`src/rtl/codec_tdm_intf.sv`:
```
// Serial audio codec port: derives MCLK/SCLK/LRCLK from clk and moves NUM_CH
// samples per frame over SDin/SDout in left-justified or I2S framing.
module codec_tdm_intf #(
  parameter int SAMPLE_W  = 16,
  parameter int SLOT_W    = 16,
  parameter int NUM_CH    = 2,
  parameter int SCLK_HALF = 16,
  parameter int MODE      = 0
) (
  input  logic                       clk,
  input  logic                       rst,
  input  logic                       enable,
  input  logic [NUM_CH*SAMPLE_W-1:0] tx_data,
  input  logic                       SDout,
  output logic                       MCLK,
  output logic                       SCLK,
  output logic                       LRCLK,
  output logic                       RSTn,
  output logic                       SDin,
  output logic [NUM_CH*SAMPLE_W-1:0] rx_data,
  output logic                       rx_valid,
  output logic                       busy
);

  localparam int DIV_N   = 2 * SCLK_HALF;
  localparam int DIV_W   = $clog2(DIV_N);
  localparam int BIT_W   = (SLOT_W > 1) ? $clog2(SLOT_W) : 1;
  localparam int SLT_W   = $clog2(NUM_CH);
  localparam int FRAME_W = NUM_CH * SAMPLE_W;

  if (SLOT_W < SAMPLE_W) begin : g_err_slot
    $error("codec_tdm_intf: SLOT_W must be >= SAMPLE_W");
  end
  if (MODE == 1 && SLOT_W <= SAMPLE_W) begin : g_err_i2s
    $error("codec_tdm_intf: I2S framing needs SLOT_W > SAMPLE_W");
  end
  if (MODE != 0 && MODE != 1) begin : g_err_mode
    $error("codec_tdm_intf: MODE must be 0 or 1");
  end
  if (NUM_CH < 2 || NUM_CH > 8) begin : g_err_ch
    $error("codec_tdm_intf: NUM_CH must be 2..8");
  end
  if (SCLK_HALF < 2) begin : g_err_half
    $error("codec_tdm_intf: SCLK_HALF must be >= 2");
  end

  typedef enum logic [1:0] {ST_STARTUP, ST_IDLE, ST_RUN} state_t;

  state_t             state_q, state_d;
  logic [DIV_W-1:0]   div_q, div_d;
  logic [BIT_W-1:0]   bit_q, bit_d;
  logic [SLT_W-1:0]   slot_q, slot_d;
  logic [1:0]         mclk_cnt_q;
  logic               sclk_q, lrclk_q, rstn_q, sdin_q, rx_valid_q, busy_q;
  logic [FRAME_W-1:0] rx_data_q, tx_sh_q, tx_sh_d, rx_pack;
  logic [SAMPLE_W-1:0] rx_sh_q [NUM_CH];
  logic               div_wrap, bit_wrap, frame_end, capture;

  // I2S shifts the sample window one SCLK later inside the slot.
  function automatic logic in_window(input int bitn);
    int p;
    p = bitn - MODE;
    return (p >= 0) && (p < SAMPLE_W);
  endfunction

  function automatic logic tx_bit(input logic [FRAME_W-1:0] shadow, input int slot,
                                  input int bitn);
    logic [FRAME_W-1:0] shifted;
    if (!in_window(bitn)) return 1'b0;
    shifted = shadow >> (slot * SAMPLE_W + SAMPLE_W - 1 - (bitn - MODE));
    return shifted[0];
  endfunction

  for (genvar c = 0; c < NUM_CH; c++) begin : g_pack
    assign rx_pack[c*SAMPLE_W +: SAMPLE_W] = rx_sh_q[c];
  end

  always_comb begin
    div_wrap  = (div_q == DIV_W'(DIV_N - 1));
    bit_wrap  = (bit_q == BIT_W'(SLOT_W - 1));
    frame_end = div_wrap && bit_wrap && (slot_q == SLT_W'(NUM_CH - 1));

    div_d  = div_wrap ? '0 : div_q + 1'b1;
    bit_d  = bit_q;
    slot_d = slot_q;
    if (div_wrap) begin
      bit_d = bit_wrap ? '0 : bit_q + 1'b1;
      if (bit_wrap) slot_d = (slot_q == SLT_W'(NUM_CH - 1)) ? '0 : slot_q + 1'b1;
    end

    state_d = state_q;
    if (frame_end) begin
      case (state_q)
        ST_STARTUP: state_d = ST_IDLE;
        ST_IDLE:    state_d = enable ? ST_RUN : ST_IDLE;
        ST_RUN:     state_d = enable ? ST_RUN : ST_IDLE;
        default:    state_d = ST_STARTUP;
      endcase
    end

    tx_sh_d = tx_sh_q;
    if (frame_end && state_d == ST_RUN) tx_sh_d = tx_data;

    capture = (state_q == ST_RUN) && (div_q == DIV_W'(SCLK_HALF - 1)) &&
              in_window(int'(bit_q));
  end

  // Control and output registers: SDin and LRCLK are computed from the
  // next-state counters so they change on the SCLK falling edge itself.
  always_ff @(posedge clk or posedge rst) begin
    if (rst) begin
      state_q    <= ST_STARTUP;
      div_q      <= '0;
      bit_q      <= '0;
      slot_q     <= '0;
      mclk_cnt_q <= '0;
      sclk_q     <= 1'b0;
      lrclk_q    <= 1'b1;
      rstn_q     <= 1'b0;
      sdin_q     <= 1'b0;
      rx_data_q  <= '0;
      rx_valid_q <= 1'b0;
      busy_q     <= 1'b0;
    end else begin
      state_q    <= state_d;
      div_q      <= div_d;
      bit_q      <= bit_d;
      slot_q     <= slot_d;
      mclk_cnt_q <= mclk_cnt_q + 2'd1;
      sclk_q     <= (div_d >= DIV_W'(SCLK_HALF));
      lrclk_q    <= (state_d == ST_STARTUP) || (slot_d == '0);
      rstn_q     <= (state_d != ST_STARTUP);
      sdin_q     <= (state_d == ST_RUN) && tx_bit(tx_sh_d, int'(slot_d), int'(bit_d));
      busy_q     <= (state_d == ST_RUN);
      rx_valid_q <= frame_end && (state_q == ST_RUN);
      if (frame_end && state_q == ST_RUN) rx_data_q <= rx_pack;
    end
  end

  // Datapath shift registers; every RUN frame fully rewrites them.
  always_ff @(posedge clk) begin
    tx_sh_q <= tx_sh_d;
    if (capture) rx_sh_q[slot_q] <= (rx_sh_q[slot_q] << 1) | SAMPLE_W'(SDout);
  end

  assign MCLK     = mclk_cnt_q[1];
  assign SCLK     = sclk_q;
  assign LRCLK    = lrclk_q;
  assign RSTn     = rstn_q;
  assign SDin     = sdin_q;
  assign rx_data  = rx_data_q;
  assign rx_valid = rx_valid_q;
  assign busy     = busy_q;

endmodule

```
`config.mk`:
```
export PLATFORM = sky130hd
export DESIGN_NAME = codec_tdm_intf
export DESIGN_NICKNAME = d
export VERILOG_FILES = /design/src/rtl/codec_tdm_intf.sv
export SDC_FILE = /design/constraint.sdc
export NUM_CORES = 1
export LEC_CHECK = 0
export ABC_CLOCK_PERIOD_IN_PS = 8500
export BUFFER_PORTS_ARGS = -buffer_cell sky130_fd_sc_hd__buf_2
export CAP_MARGIN = 20
export CORE_MARGIN = 10
export CORE_UTILIZATION = 27
export DETAILED_ROUTE_END_ITERATION = 6
export PLACE_DENSITY = 0.42
export SLEW_MARGIN = 20
export SYNTH_ARGS = -nofsm -noshare
export SYNTH_HDL_FRONTEND = slang
export SYNTH_SLANG_ARGS = --single-unit
```
`constraint.sdc`:
```
create_clock -name clk -period 8.5 [get_ports clk]
set_clock_uncertainty 0.2 [all_clocks]
set_input_delay 0.425 -clock clk [delete_from_list [all_inputs] [get_ports clk]]
set_output_delay 0.425 -clock clk [all_outputs]
set_load 0.03 [all_outputs]
```
==> summary.txt <==
Worst setup path
  – CP Data Arrival Time: 3.67 ns
  – R2R Setup Slk: 4.90 ns
  – Crit Path Category: register to register
  – Worst r2r path cells: 9
  – Crit path from: div_q[0]
  – CP endpoint: SDin
  – Max Fanout on Critical Path: 14
  – CP startpoint kind: register
  – R2R Path Start: div_q[0]
  – CP cell instances: ha_1, and3_1, ha_1, xor2_1, nand2_1, mux4_2, a21boi_0, o2111a_1, nor4bb_2
  – Endpoint class of the critical path: register
  – Family with the most delay on the worst path: simple AND/OR/NAND/NOR gates
  – R2r endpoint: SDin
  – Slowest CP cell: mux4_2
  – Worst path depth: 9
  – Max incr delay on CP: 0.60 ns
  – Crit path top cell by count: ha_1
  – Worst EP required: 8.58 ns
  – Buf+Inv Stages, Crit Path: 0

Logic synthesis
  – Synth Flop Type: dfrtp_1
  – Synth warnings: 0
  – EDFF count, synth: 32
  – Syn Nets: 499
  – Top-area cell type share of the netlist area: 26.6%
  – Post-Syn Area per Cell: 10.3 um2
  – Synth cell types: 47
  – Async S/R FF share, synth: 44.3%
  – Post-synth top cells: nand2_1 (203), dfrtp_1 (50), dfxtp_1 (32), edfxtp_1 (32), mux2_2 (19)
  – Top-count cell post-synth: nand2_1
  – Top cell type by total area after synthesis: dfrtp_1
  – Post-Synthesis Cells: 456
  – Post-synthesis sequential area ratio: 61.2%
  – Mapped Area: 4700 um2
  – Synth area leaders: dfrtp_1 (27%), edfxtp_1 (20%), nand2_1 (16%)
  – Register bit total from synthesis: 115

Die
  – Io pins: 75
  – Initial core utilization: 27.4%
  – Die H: 152 um
  – Die area: 23100 um2
  – CORE AREA: 17200 um2
  – Die width: 152 um
  – Row cnt: 48

Routing
  – Initial DRC count: 141
  – Via density: 4.31
  – DR pass1 iterations: 6
  – Wire per inst: 14.1 um
  – Post-route antenna net violation count: 0
  – Via count: 3410
  – Drt drc: 0
  – Routed wire length: 11100 um

Place
  – Dpl cells: 741
  – Pre-CTS WS: 4.89 ns
  – GP Congestion: 0.761
  – IO Port Bufs: 74
  – Final HPWL DP: 7570 um

Clock tree
  – CTS tree: built
  – H-tree Lvls: 4
  – Total CTS buffers: 17
  – Root buf cell: clkbuf_16
  – Bufs on Longest Clock Path: 2
  – Worst-skew pair later-pin latency: 0.41 ns
  – Clk sinks: 115
  – Reg clk slew, reported paths: 0.05 ns

STA
  – Slew Limit Fails: 0
  – Min cycle time layout: 3.60 ns
  – Final worst-path cycle share: 42.3%
  – Setup TNS: 0 ns
  – Hold Vio Cnt, Final: 3
  – Worst Tran Pin Value: 0.973 ns
  – RSZ-0062 raised after global routing: no
  – Fmax: 278 MHz
  – Setup WS post-layout: 4.90 ns
  – Final hold slack: -0.00190 ns
  – Final setup viols: 0
  – Slew margin rel.: 35.1%

Pwr
  – Switching share of power: 18.8%
  – Leak: 2.97 nW
  – Combinational share of power: 1.7%
  – Clock group share of total power: 55.4%
  – Power share of the sequential group: 42.9%
  – NetSw: 248 uW
  – Int Pwr: 1.07 mW
  – Pwr/cell area: 215 nW/um2
  – Peak supply drop: 0.000134 V

Outcome
  – Status: finished with violations
  – Violated checks: hold timing

Global route
  – Overflow left after global routing: 0
  – Number of global-route vias before repair: 3682
  – GRT Util Overall: 10.1%
  – Largest net degree at the start of global routing: 52
  – First-pass GRT wire length: 19000 um
  – Initial antenna violation count: 0

Cells and area
  – Fin cells: 792
  – NumNets Final: 597
  – Share of cells above drive strength 1: 24.2%
  – FILL cells: 1798
  – Syn-to-layout area delta: 30.1%
  – Ant diodes: 0

Flow run
  – Max-cap violations: 0

Hold path
  – Worst Hold Class: primary input to asynchronous set/reset pin
cell usage in the layout, fill, tap and decap left out, drive strengths merged, types with 2 or more instances in the layout:
cell type,count
dfxtp,32
ha,7
and3,6
nand2,203
edfxtp,32
o31a,2
clkinvlp,2
a21o,2
o211ai,2
mux2i,8
bufinv,3
a21oi,7
clkbuf,23
inv,15
nand3,3
dfrtp,50
mux4,2
xor2,4
dlygate4sd3,19
a221oi,2
o21ai,7
nor2,7
xnor2,2
a211oi,6
buf,79
clkinv,4
mux2,19
worst min path at each step:
stage | to | slack (ns) | cells after the start
global placement | rx_data[15] | 0.22 | 2
floorplan | mclk_cnt_q[0] | 0.21 | 1
detailed placement | mclk_cnt_q[0] | 0.23 | 1
finish | rx_data[23] | -0.002 | 3
CTS | tx_sh_q[26] | 0.0003 | 3
global route | tx_sh_q[13] | 0.01 | 3
registers in the layout, indices dropped and copies added, names as in the netlist:
signal / count
rx_data: 32
tx_sh_q: 32
rx_sh_q: 32
SDin: 1
mclk_cnt_q: 2
RSTn: 1
busy: 1
state_q: 2
div_q: 5
bit_q: 4
LRCLK: 1
slot_q: 1
rx_valid: 1
power groups by stage:
stage          combinational [mW]  sequential, mW  clock, mW
2_1_floorplan             0.00413           0.575          0
3_3_place_gp               0.0157           0.575          0
3_5_place_dp               0.0158           0.575          0
4_1_cts                    0.0226           0.564      0.750
5_1_grt                    0.0249           0.564      0.783
6_report                   0.0218           0.565      0.730
repair_timing:
item | 4_1_cts | 5_1_grt
resized for setup | 0 | 0
endpoints found under the hold margin | 20 | 0
hold buffers | 19 | 0
buffers inserted | 0 | 0
cell type report:
class	count	area, um2	share of cell area, %
Clock buffer	23	489	8.00
Clock inverter	9	125	2.05
Inverter	15	56.3	0.920
Multi-Input combinational cell	307	1690	27.6
Sequential cell	115	2880	47.1
Tap cell	225	282	4.60
Timing Repair Buffer	98	598	9.78
per-stage QoR:
stage          util, %  instance area [um2]  power, mW
2_1_floorplan        -                 4700      0.579
3_3_place_gp      30.9                 5310      0.591
3_5_place_dp      30.9                 5310      0.591
4_1_cts           35.6                 6120       1.34
5_1_grt           35.6                 6120       1.37
6_report          35.6                 6120       1.32
per-layer routing:
metal / up-vias / GRT usage (%) / share of wire, %
li1: 1707 / - / -
met1: 1612 / 12.0 / 47
met2: 79 / 16.2 / 47
met3: 12 / 3.70 / 4.6
met4: 0 / 3.71 / 1.1
met5: - / 0 / 0
logic make-up after synthesis:
| logic type | share of synthesized area, % |
|---|---|
| adders and majority gates | 1.86 |
| and+or+nand+nor | 20.3 |
| buffers and inverters | 2.90 |
| DFF | 61.2 |
| muxes | 7.21 |
| AOI/OAI and AO/OA | 5.40 |
| xor gates and xnor gates | 1.12 |
tightest hold or removal path: stages:
cell	delay, ns
buf_2	0.10
inv_2	0.03
buf_4	0.52
No activity file was read; power rests on OpenSTA's default activity.
